<file path="config.mk">
export PLATFORM = sky130hd
export DESIGN_NAME = dt_res_arbiter
export DESIGN_NICKNAME = d
export VERILOG_FILES = /design/src/rtl/dt_pkg.sv /design/src/rtl/dt_rr_pick.sv /design/src/rtl/dt_res_arbiter.sv
export SDC_FILE = /design/constraint.sdc
export NUM_CORES = 1
export LEC_CHECK = 0
export BUFFER_PORTS_ARGS = -buffer_cell sky130_fd_sc_hd__buf_4
export CORE_ASPECT_RATIO = 0.9
export CORE_UTILIZATION = 50
export CTS_CLUSTER_DIAMETER = 80
export DETAILED_ROUTE_END_ITERATION = 16
export GPL_ROUTABILITY_DRIVEN = 0
export GPL_TIMING_DRIVEN = 0
export PLACE_DENSITY = 0.85
export SYNTH_ARGS = -nofsm -noshare
export SYNTH_HDL_FRONTEND = slang
export SYNTH_SLANG_ARGS = --single-unit
</file>
<file path="constraint.sdc">
create_clock -name clk -period 3.8 [get_ports clk]
set_input_delay 0.76 -clock clk [delete_from_list [all_inputs] [get_ports clk]]
set_output_delay 0.76 -clock clk [all_outputs]
set_load 0.02 [all_outputs]
</file>
<file path="src/rtl/dt_pkg.sv">
// Shared definitions for the distance-transform result-RAM blocks:
// RAM geometry, requester port indices and the arbiter state encoding.
package dt_pkg;

  localparam int AW     = 14;
  localparam int DW     = 8;
  localparam int NPORT  = 3;

  localparam int P_FWD  = 0;
  localparam int P_BWD  = 1;
  localparam int P_HOST = 2;

  typedef enum logic {
    IDLE = 1'b0,
    OWN  = 1'b1
  } arb_state_t;

  // One-hot (3-bit) to port index; zero maps to port 0.
  function automatic logic [1:0] oh2idx(input logic [2:0] oh);
    return {oh[2], oh[1]};
  endfunction

endpackage

</file>
<file path="src/rtl/dt_rr_pick.sv">
// Combinational round-robin pick over three requesters: the search starts at
// (last_owner+1) mod 3, so last_owner itself has the lowest priority.
module dt_rr_pick (
  input  logic [2:0] req,
  input  logic [1:0] last_owner,
  output logic [2:0] winner
);

  always_comb begin
    winner = 3'b000;
    case (last_owner)
      2'd0: begin
        if      (req[1]) winner = 3'b010;
        else if (req[2]) winner = 3'b100;
        else if (req[0]) winner = 3'b001;
      end
      2'd1: begin
        if      (req[2]) winner = 3'b100;
        else if (req[0]) winner = 3'b001;
        else if (req[1]) winner = 3'b010;
      end
      default: begin
        if      (req[0]) winner = 3'b001;
        else if (req[1]) winner = 3'b010;
        else if (req[2]) winner = 3'b100;
      end
    endcase
  end

endmodule

</file>
<file path="src/rtl/dt_res_arbiter.sv">
// Round-robin arbiter sharing the single-port DT result RAM between the forward
// engine, backward engine and host port, with lock bursts and fixed read latency.
//
// Handshake: req[i] is a level request; an access is transferred in every cycle
// where gnt[i]=1 and req[i]=1. There is no back-pressure on responses: rvalid[i]
// is a single-cycle pulse exactly 3 cycles after the granted read cycle.
module dt_res_arbiter #(
  parameter int AW       = dt_pkg::AW,
  parameter int DW       = dt_pkg::DW,
  parameter int MAXBURST = 8
) (
  input  logic            clk,
  input  logic            reset,
  input  logic [2:0]      req,
  input  logic [2:0]      lock,
  input  logic [2:0]      wr,
  input  logic [3*AW-1:0] addr,
  input  logic [3*DW-1:0] wdata,
  output logic [2:0]      gnt,
  output logic [2:0]      rvalid,
  output logic [DW-1:0]   rdata,
  output logic            res_rd,
  output logic            res_wr,
  output logic [AW-1:0]   res_addr,
  output logic [DW-1:0]   res_do,
  input  logic [DW-1:0]   res_di
);
  import dt_pkg::*;

  arb_state_t state, state_nxt;
  logic [1:0] owner, last_owner, last_nxt, pick_base;
  logic [2:0] gnt_nxt, winner;
  logic [7:0] burst_cnt, burst_nxt;
  logic       own_req, own_lock, others, burst_done, release_own;

  logic          access, acc_wr;
  logic [AW-1:0] acc_addr;
  logic [DW-1:0] acc_wdata;

  logic       tag1_v, tag2_v;
  logic [1:0] tag1_p, tag2_p;

  // When the owner releases, it becomes the base of the search so that a
  // re-request from it is considered last.
  assign pick_base = (state == OWN) ? owner : last_owner;

  dt_rr_pick u_pick (
    .req        (req),
    .last_owner (pick_base),
    .winner     (winner)
  );

  assign own_req     = |(req & gnt);
  assign own_lock    = |(lock & gnt);
  assign others      = |(req & ~gnt);
  assign burst_done  = burst_cnt >= 8'(MAXBURST - 1);
  assign release_own = (state == OWN) && !own_lock &&
                       (!own_req || (others && burst_done));

  always_comb begin
    state_nxt = state;
    gnt_nxt   = gnt;
    last_nxt  = last_owner;
    burst_nxt = burst_cnt;
    case (state)
      IDLE: begin
        if (|req) begin
          state_nxt = OWN;
          gnt_nxt   = winner;
          burst_nxt = 8'd0;
        end
      end
      OWN: begin
        if (release_own) begin
          last_nxt  = owner;
          burst_nxt = 8'd0;
          if (|req) begin
            gnt_nxt = winner;
          end else begin
            state_nxt = IDLE;
            gnt_nxt   = 3'b000;
          end
        end else if (burst_cnt != 8'hFF) begin
          burst_nxt = burst_cnt + 8'd1;
        end
      end
      default: begin
        state_nxt = IDLE;
        gnt_nxt   = 3'b000;
      end
    endcase
  end

  always_ff @(posedge clk or negedge reset) begin
    if (!reset) begin
      state      <= IDLE;
      gnt        <= 3'b000;
      owner      <= 2'd0;
      last_owner <= 2'd2;
      burst_cnt  <= 8'd0;
    end else begin
      state      <= state_nxt;
      gnt        <= gnt_nxt;
      owner      <= oh2idx(gnt_nxt);
      last_owner <= last_nxt;
      burst_cnt  <= burst_nxt;
    end
  end

  // Current owner's access fields.
  assign access = own_req;
  assign acc_wr = |(wr & gnt);

  always_comb begin
    acc_addr  = addr[P_HOST*AW +: AW];
    acc_wdata = wdata[P_HOST*DW +: DW];
    case (owner)
      2'(P_FWD): begin
        acc_addr  = addr[P_FWD*AW +: AW];
        acc_wdata = wdata[P_FWD*DW +: DW];
      end
      2'(P_BWD): begin
        acc_addr  = addr[P_BWD*AW +: AW];
        acc_wdata = wdata[P_BWD*DW +: DW];
      end
      default: ;
    endcase
  end

  // RAM pins and read-tag pipeline: tag1 lines up with res_rd, tag2 with res_di.
  always_ff @(posedge clk or negedge reset) begin
    if (!reset) begin
      res_rd   <= 1'b0;
      res_wr   <= 1'b0;
      res_addr <= '0;
      res_do   <= '0;
      tag1_v   <= 1'b0;
      tag1_p   <= 2'd0;
      tag2_v   <= 1'b0;
      tag2_p   <= 2'd0;
      rvalid   <= 3'b000;
      rdata    <= '0;
    end else begin
      res_rd <= access && !acc_wr;
      res_wr <= access && acc_wr;
      if (access) begin
        res_addr <= acc_addr;
        res_do   <= acc_wdata;
      end
      tag1_v <= access && !acc_wr;
      tag1_p <= owner;
      tag2_v <= tag1_v;
      tag2_p <= tag1_p;
      rvalid <= tag2_v ? (3'b001 << tag2_p) : 3'b000;
      if (tag2_v) rdata <= res_di;
    end
  end

endmodule

</file>
# == Yosys cells after proc, flatten, opt, wreduce, memory -nomap -nowiden ==
# Cells that the tools add are included.
# classes
n_addsub,1
n_lt_le_gt_ge,1
eq_ne,6
n_shift,1
mux,25
bitwise_logic,6
reduce_logical,19
# op_table
cell,n
2-to-1 mux 3 bit,11
one-hot mux 8 bit (2 select lines),2
one-hot mux 14 bit (2 select lines),1
2-to-1 mux 8 bit,3
OR reduction 3 bit,5
bitwise AND 3 bit,4
one-hot mux 3 bit (2 select lines),2
"adder 8 x 1 -> 8 bit, second input constant",1
">= comparator 8 x 3 -> 1 bit, second input constant",1
"!= test 8 bit, second input constant",1
AND reduction 2 bit,3
logical AND 1 bit,5
"== test 2 x 1 -> 1 bit, second input constant",2
logical NOT 2 bit,2
2-to-1 mux 2 bit,2
logical NOT 1 bit,3
2-to-1 mux 1 bit,3
"!= test 3 x 1 -> 1 bit, second input constant",1
NOT 3 bit,1
"left shift 1 x 2 -> 3 bit, first input constant",1
"!= test 2 x 1 -> 1 bit, second input constant",1
"!= test 2 bit, second input constant",1
one-hot mux 1 bit (2 select lines),1
logical OR 1 bit,1
NOT 1 bit,1
# totals
reg_bits,54
inputBits,85
out_inout_bits,38
elab_cells,73

# == Logic depth before layout (Yosys ltp) ==
# Gate-level depths: netlist (run 1).
# depth
ltp_word,8
mapped_depth,6
mapped_depth_nobuf,6

# == Cells and area by module ==
# From an unflattened synthesis (run 1), not the netlist that was laid out.
# unflattened
hier_cells,282
area_unflattened_um2,2728.9
# by_module_without_submodules
mod,instances,cells_each,area_each_um2,seq_area_each_um2
dt_res_arbiter,1,275,2677.6,1352.5
dt_rr_pick,1,7,51.3,0.0

# == Worst setup path after synthesis (run 1) ==
# No wires, ideal clock.
# synth_timing
kind,input to register
start,in req[1]
end,reg owner[0]
setup_time_ps,125
arrival_time_ps,1857
slack_ps,1818
stages,5
path_cell_list,a222oi_1 buf_4 a21oi_2 o22ai_4 mux2_4
# synth_between
elab_chain_len,7
word_cells_on_any_way,23
# synth_rtl
item,line_no,text
start: declaration,dt_res_arbiter.sv:14,"input logic [2:0] req,"
"2-to-1 mux 2 bit, or another cell as far along",dt_rr_pick.sv:20,else if (req[1]) winner = 3'b010;
"2-to-1 mux 3 bit, or another cell as far along",dt_rr_pick.sv:19,else if (req[0]) winner = 3'b001;
"2-to-1 mux 3 bit, or another cell as far along",dt_rr_pick.sv:18,if (req[2]) winner = 3'b100;
one-hot mux 3 bit (2 select lines) or logical OR 1 bit (tied branches),"dt_rr_pick.sv:11, dt_res_arbiter.sv:58",
2-to-1 mux 3 bit or logical AND 1 bit (tied branches),"dt_res_arbiter.sv:77, dt_res_arbiter.sv:57",
2-to-1 mux 3 bit or != test 2 x 1 -> 1 bit (tied branches),n/a,
one-hot mux 3 bit (2 select lines) or AND reduction 2 bit (tied branches),n/a,
end signal: assignment,dt_res_arbiter.sv:104,owner <= oh2idx(gnt_nxt);
end: declaration,dt_res_arbiter.sv:31,"logic [1:0] owner, last_owner, last_nxt, pick_base;"
# Parallel ways exist; a longest one is shown, timed or not. The select of a mux whose other input is x is not followed.
# A chain may end at the register's enable or synchronous reset.

# == Worst setup path after layout (run 1) ==
# layout_timing
start,reg owner[0]
end,reg owner[0]
# layout_between
elab_chain_len,8
word_cells_on_any_way,23
# layout_rtl
item
branches (longest 8 deep; another with one-hot mux 3 bit (2 select lines))
# Several ways; the timed one is not identified. The select of a mux whose other input is x is not followed.

==> impl_metrics.env, run 1 <==
export IMPL_cts_root_buf="clkbuf_8"
export IMPL_ir_drop_uv=485
export IMPL_async_flop_share_pct=100
export IMPL_avgSynthCellArea_um2=9.98
export IMPL_cp_end_kind="flop"
export IMPL_fin_util_pct=75.3
export IMPL_ys_ff_latch=54
export IMPL_max_freq_mhz=482
export IMPL_antenna_found_initial=0
export IMPL_setup_viol=0
export IMPL_synth_warnings=0
export IMPL_yosysSeqAreaShare_pct=51.7
export IMPL_period_needed_ns=2.07
export IMPL_pin_count=123
export IMPL_tns_ns=0
export IMPL_fp_row_count=24
export IMPL_fin_crit_sh_pct=54.6
export IMPL_cp_num_buf_inv=2
export IMPL_layout_nets=477
export IMPL_layout_common_cells="123 x buf_4, 53 x dfrtp_1, 36 x nor2_1"
export IMPL_fin_ws_ns=1.73
export IMPL_status="completed"
export IMPL_filler_cell_count=374
export IMPL_hold_class="reg -> reg"
export IMPL_rr_startpoint="owner[0]"
export IMPL_clock_latency_ns=0.31
export IMPL_seqPwrFrac_pct=34.4
export IMPL_crit_fanout=10
export IMPL_synth_ff_type="dfrtp_1"
export IMPL_finalHoldViolCount=0
export IMPL_die_y_um=70.6
export IMPL_initial_core_util_pct=53.1
export IMPL_cts_sinks=54
export IMPL_crit_start="owner[0]"
export IMPL_syn_inst=262
export IMPL_hold_ws_ns=0.361
export IMPL_regArea_um2=1350
export IMPL_final_common_cell="buf_4"
export IMPL_worstPathArrival_ns=2.28
export IMPL_grt_max_degree=55
export IMPL_first_iter_violations=99
export IMPL_syn_nets=348
export IMPL_p_comb_share_pct=53.5
export IMPL_p_per_area_nw_per_um2=754
export IMPL_wl_per_cell_um=14.6
export IMPL_cpPeakStageDelay_ns=0.45
export IMPL_portBuffers=122
export IMPL_antenna_cells=0
export IMPL_grt_pass1_wl_um=10700
export IMPL_cts_hold_fix_buffers=0
export IMPL_overflow=0
export IMPL_htreeDepth=2
export IMPL_cts_buffer_depth=2
export IMPL_first_global_vias=2356
export IMPL_grt_use_total_pct=24.9
export IMPL_cts_setup_buffers=0
export IMPL_fin_skew_ns=0.00466
export IMPL_rsz0062_at_grt="no"
export IMPL_via_per_inst=5.27
export IMPL_required_ns=4.00
export IMPL_synth_edf_count=0
export IMPL_via_count=2409
export IMPL_synth_cell_type_count=36
export IMPL_post_place_ws_ns=1.46
export IMPL_worst_pin_slew_ns=0.654
export IMPL_first_pass_iters=4
export IMPL_worst_slew_margin_rel_pct=56.4
export IMPL_syn_area_um2=2610
export IMPL_switching_share_pct=42.6
export IMPL_startpoint_type="flop"
export IMPL_cts_tree="built"
export IMPL_critPathKind="reg -> reg"
export IMPL_worstHoldStart="tag1_p[1]"
export IMPL_cts_repair_resized=0
export IMPL_syn2layout_area_growth_pct=41.9
export IMPL_coreArea_um2=4920
export IMPL_cp_slowest_cell="a222oi_1"
export IMPL_drv_cap=0
export IMPL_layout_drive_gt1_share_pct=38.5
export IMPL_postRouteWirelength_um=6690
export IMPL_place_hpwl_um=4950
export IMPL_clock_power_share_pct=12.2
export IMPL_fin_cells=457
export IMPL_drc=0
export IMPL_netSwitchingPower_mw=1.19
export IMPL_dieArea_um2=5520
export IMPL_cp_cell_sequence="buf_6, a222oi_1, buf_4, a21oi_2, o22ai_4, mux2_4"
export IMPL_fp_dieW_um=78.2
export IMPL_drtAntennaViolNets=0
export IMPL_critPathTopFamily="compound AO/OA/AOI/OAI gates"
export IMPL_numCtsBuffers=5
export IMPL_leakagePower_nw=1.83
export IMPL_path_clk_slew_ns=0.10
export IMPL_dpl_cell_count=449
export IMPL_multi_input_area_um2=1170
export IMPL_slew_violations=0
export IMPL_p_int_mw=1.61
## worst reg2reg max path, stage by stage (launching register included)
cell and delay (ns):
dfrtp_1 0.43, buf_6 0.18, a222oi_1 0.46, buf_4 0.26
a21oi_2 0.08, o22ai_4 0.23, mux2_4 0.33
## through the flow
stage	cell area, µm²	total power, mW
5_1_grt	3710	2.99
4_1_cts	3710	2.82
3_5_place_dp	3610	2.48
3_3_place_gp	3610	2.43
2_1_floorplan	2610	1.88
6_report	3710	2.80
## kinds of logic after synthesis
family / share of synthesized area, %
AOI/OAI and AO/OA: 13.7
and+or+nand+nor: 14.2
xor gates and xnor gates: 1.68
adders and majority gates: 0.479
muxes: 14.8
buffers and inverters: 3.40
DFF: 51.7
## cell type report
type	instances	area share, %
tap	65	2.19
inverter	4	0.405
clock buffer	5	1.86
clock inverter	3	0.776
sequential	54	36.5
timing repair buffer	122	24.7
multi-input combinational	189	31.6
buffer	15	1.99
## metal layers
layer | global-route usage [%] | wire length (µm) | vias up
met2 | 41.8 | 3260 | 114
met5 | 0 | 0 | -
li1 | - | - | 1174
met1 | 32.3 | 2830 | 1115
met4 | 7.20 | 73 | 0
met3 | 5.94 | 527 | 6
## registers in the layout, indices dropped and copies added (netlist names)
register and count:
tag2_p 2, last_owner 2, tag2_v 1, owner 2
tag1_p 2, gnt 1, burst_cnt 8, state 1
res_wr 1, tag1_v 1, res_do 8, rvalid 3
rdata 8, res_addr 14
## power groups by stage
| stage | clock (mW) | combinational, mW | sequential (mW) |
|---|---|---|---|
| after global placement | 0 | 1.47 | 0.960 |
| after floorplan | 0 | 0.701 | 1.18 |
| final | 0.340 | 1.49 | 0.960 |
| after detailed placement | 0 | 1.51 | 0.975 |
| after CTS | 0.349 | 1.51 | 0.962 |
| after global routing | 0.367 | 1.63 | 0.992 |
## synthesized netlist by cell type (2+ instances only)
master,instances,area share (%)
xnor2_1,2,0.67
xor2_1,3,1.0
dfrtp_1,53,51
mux2_2,9,3.9
nand2_1,28,4.0
inv_1,4,0.57
nor3_1,6,1.1
nor2_1,36,5.2
a22oi_1,3,0.86
nand3_1,5,0.96
a21oi_1,24,4.6
nand4_1,2,0.48
buf_2,5,0.96
nor3b_1,2,0.57
mux2i_1,26,10
o21ai_0,25,4.8
a222oi_1,2,0.77
o31a_1,2,0.67
clkbuf_1,7,1.0
nor2b_1,2,0.48
## worst paths after layout
path	end	slack [ns]	cells after the start
worst max-delay path	owner[0]	1.73	6
worst max register to register	owner[0]	1.73	6
max in group asynchronous	res_do[3]	2.90	1
min in group asynchronous	gnt[0]	0.47	1
worst min register to register	tag2_p[1]	0.36	0
worst min-delay path	tag2_p[1]	0.36	0
(Power assumes the default switching activity.)
==> run 2: changes to the inputs <==
CORE_UTILIZATION = 46   (was 50)
PLACE_DENSITY = 0.79   (was 0.85)
clock period = 2 ns   (was 3.8 ns; I/O delays follow)
==> impl_metrics.env, run 2 (synthesized netlist as in run 1, its figures left out) <==
export IMPL_max_freq_mhz=525
export IMPL_fin_util_pct=70.3
export IMPL_regMostFlops="res_addr"
export IMPL_grt_pass1_wl_um=10100
export IMPL_fp_row_count=25
export IMPL_leakagePower_nw=1.85
export IMPL_p_per_area_nw_per_um2=1420
export IMPL_place_hpwl_um=5020
export IMPL_filler_cell_count=426
export IMPL_clock_latency_ns=0.30
export IMPL_coreArea_um2=5350
export IMPL_overflow=0
export IMPL_ir_drop_uv=800
export IMPL_fp_dieW_um=81.5
export IMPL_hold_class="in -> async"
export IMPL_cts_tree="built"
export IMPL_wl_per_cell_um=14.2
export IMPL_multi_input_area_um2=1170
export IMPL_tns_ns=0
export IMPL_slew_violations=0
export IMPL_worst_pin_slew_ns=0.667
export IMPL_layout_drive_gt1_share_pct=39.6
export IMPL_portBuffers=122
export IMPL_worstPathArrival_ns=2.11
export IMPL_crit_fanout=10
export IMPL_htreeDepth=2
export IMPL_cts_hold_fix_buffers=0
export IMPL_via_per_inst=5.17
export IMPL_total_power_mw=5.36
export IMPL_first_pass_iters=5
export IMPL_worst_slew_margin_rel_pct=55.5
export IMPL_postRouteWirelength_um=6610
export IMPL_cp_end_kind="flop"
export IMPL_grt_max_degree=55
export IMPL_startpoint_type="flop"
export IMPL_dieArea_um2=5990
export IMPL_grt_use_total_pct=22.6
export IMPL_antenna_found_initial=0
export IMPL_drc=0
export IMPL_cts_root_buf="clkbuf_8"
export IMPL_drv_cap=0
export IMPL_placed_area_um2=3610
export IMPL_first_global_vias=2181
export IMPL_cts_buffer_depth=2
export IMPL_finish_instance_area_um2=3760
export IMPL_critPathKind="reg -> reg"
export IMPL_initial_core_util_pct=48.9
export IMPL_final_common_cell="buf_4"
export IMPL_cts_sinks=54
export IMPL_finalHoldViolCount=0
export IMPL_required_ns=2.21
export IMPL_antenna_cells=0
export IMPL_via_count=2409
export IMPL_period_needed_ns=1.90
export IMPL_syn2layout_area_growth_pct=43.9
export IMPL_largest_register_ffs=14
export IMPL_drtAntennaViolNets=0
export IMPL_pin_count=123
export IMPL_regArea_um2=1350
export IMPL_numCtsBuffers=5
export IMPL_status="completed"
export IMPL_fin_skew_ns=0.00902
export IMPL_setup_viol=0
export IMPL_layout_common_cells="130 x buf_4, 53 x dfrtp_1, 36 x nor2_1"
export IMPL_path_clk_slew_ns=0.09
export IMPL_first_iter_violations=107
export IMPL_fin_crit_sh_pct=95.2
export IMPL_layout_nets=485
export IMPL_rsz0062_at_grt="no"
export IMPL_die_y_um=73.5
## run 2: layout make-up
cell class / count / share of cell area (%)
inverter: 4 / 0.399
clock buffer: 5 / 1.83
multi-input combinational: 189 / 31.2
clock inverter: 2 / 0.399
timing repair buffer: 130 / 25.9
tap: 67 / 2.23
sequential: 54 / 36.0
buffer: 15 / 2.06
## run 2: report_power, final
part	internal, mW	leakage (nW)	switching [mW]	total (mW)
logic	1.34	1.14	1.61	2.95
clock network	0.240	0.0362	0.340	0.580
registers	1.55	0.678	0.272	1.83
## run 2: critical path: stages (launching register included)
cell and delay (ns):
dfrtp_1 0.51, clkbuf_1 0.45, clkbuf_1 0.52, a21oi_1 0.12, o21ai_0 0.22
## run 2: what timing repair did
item / 4_1_cts / 5_1_grt
cloned: 0 / 0
gates resized for setup: 0 / 1
endpoints found under the setup margin: 4 / 4
setup buffers: 1 / 7
pin swaps: 1 / 3
## run 2: path summary, 6_finish.rpt
path                       slack (ns)  cells past startpoint            to       from
min in group clk                 0.33                      2      rdata[6]  res_di[6]
max reg2reg                       0.1                      4  res_addr[12]   owner[1]
max                               0.1                      4  res_addr[12]   owner[1]
max in group asynchronous        1.43                      1   res_addr[7]      reset
min reg2reg                      0.36                      0     tag2_p[0]  tag1_p[0]
min                              0.12                      1      owner[0]      reset
## run 2: metal layers
metal,part of all wire [%],GRT usage [%],vias up
met1,41,27.2,1117
met3,8.4,4.97,4
li1,-,-,1185
met4,0.92,7.34,0
met5,0,0,-
met2,50,39.8,103
## run 2: per-stage QoR
step           cells  setup slack (ns)  hold slack (ns)
6_report         466            0.0966            0.120
5_1_grt          466           0.00120            0.158
4_1_cts          459            0.0114            0.148
3_5_place_dp     451           -0.0664            0.346
3_3_place_gp     451           -0.0722            0.334
2_1_floorplan    262             0.108            0.104
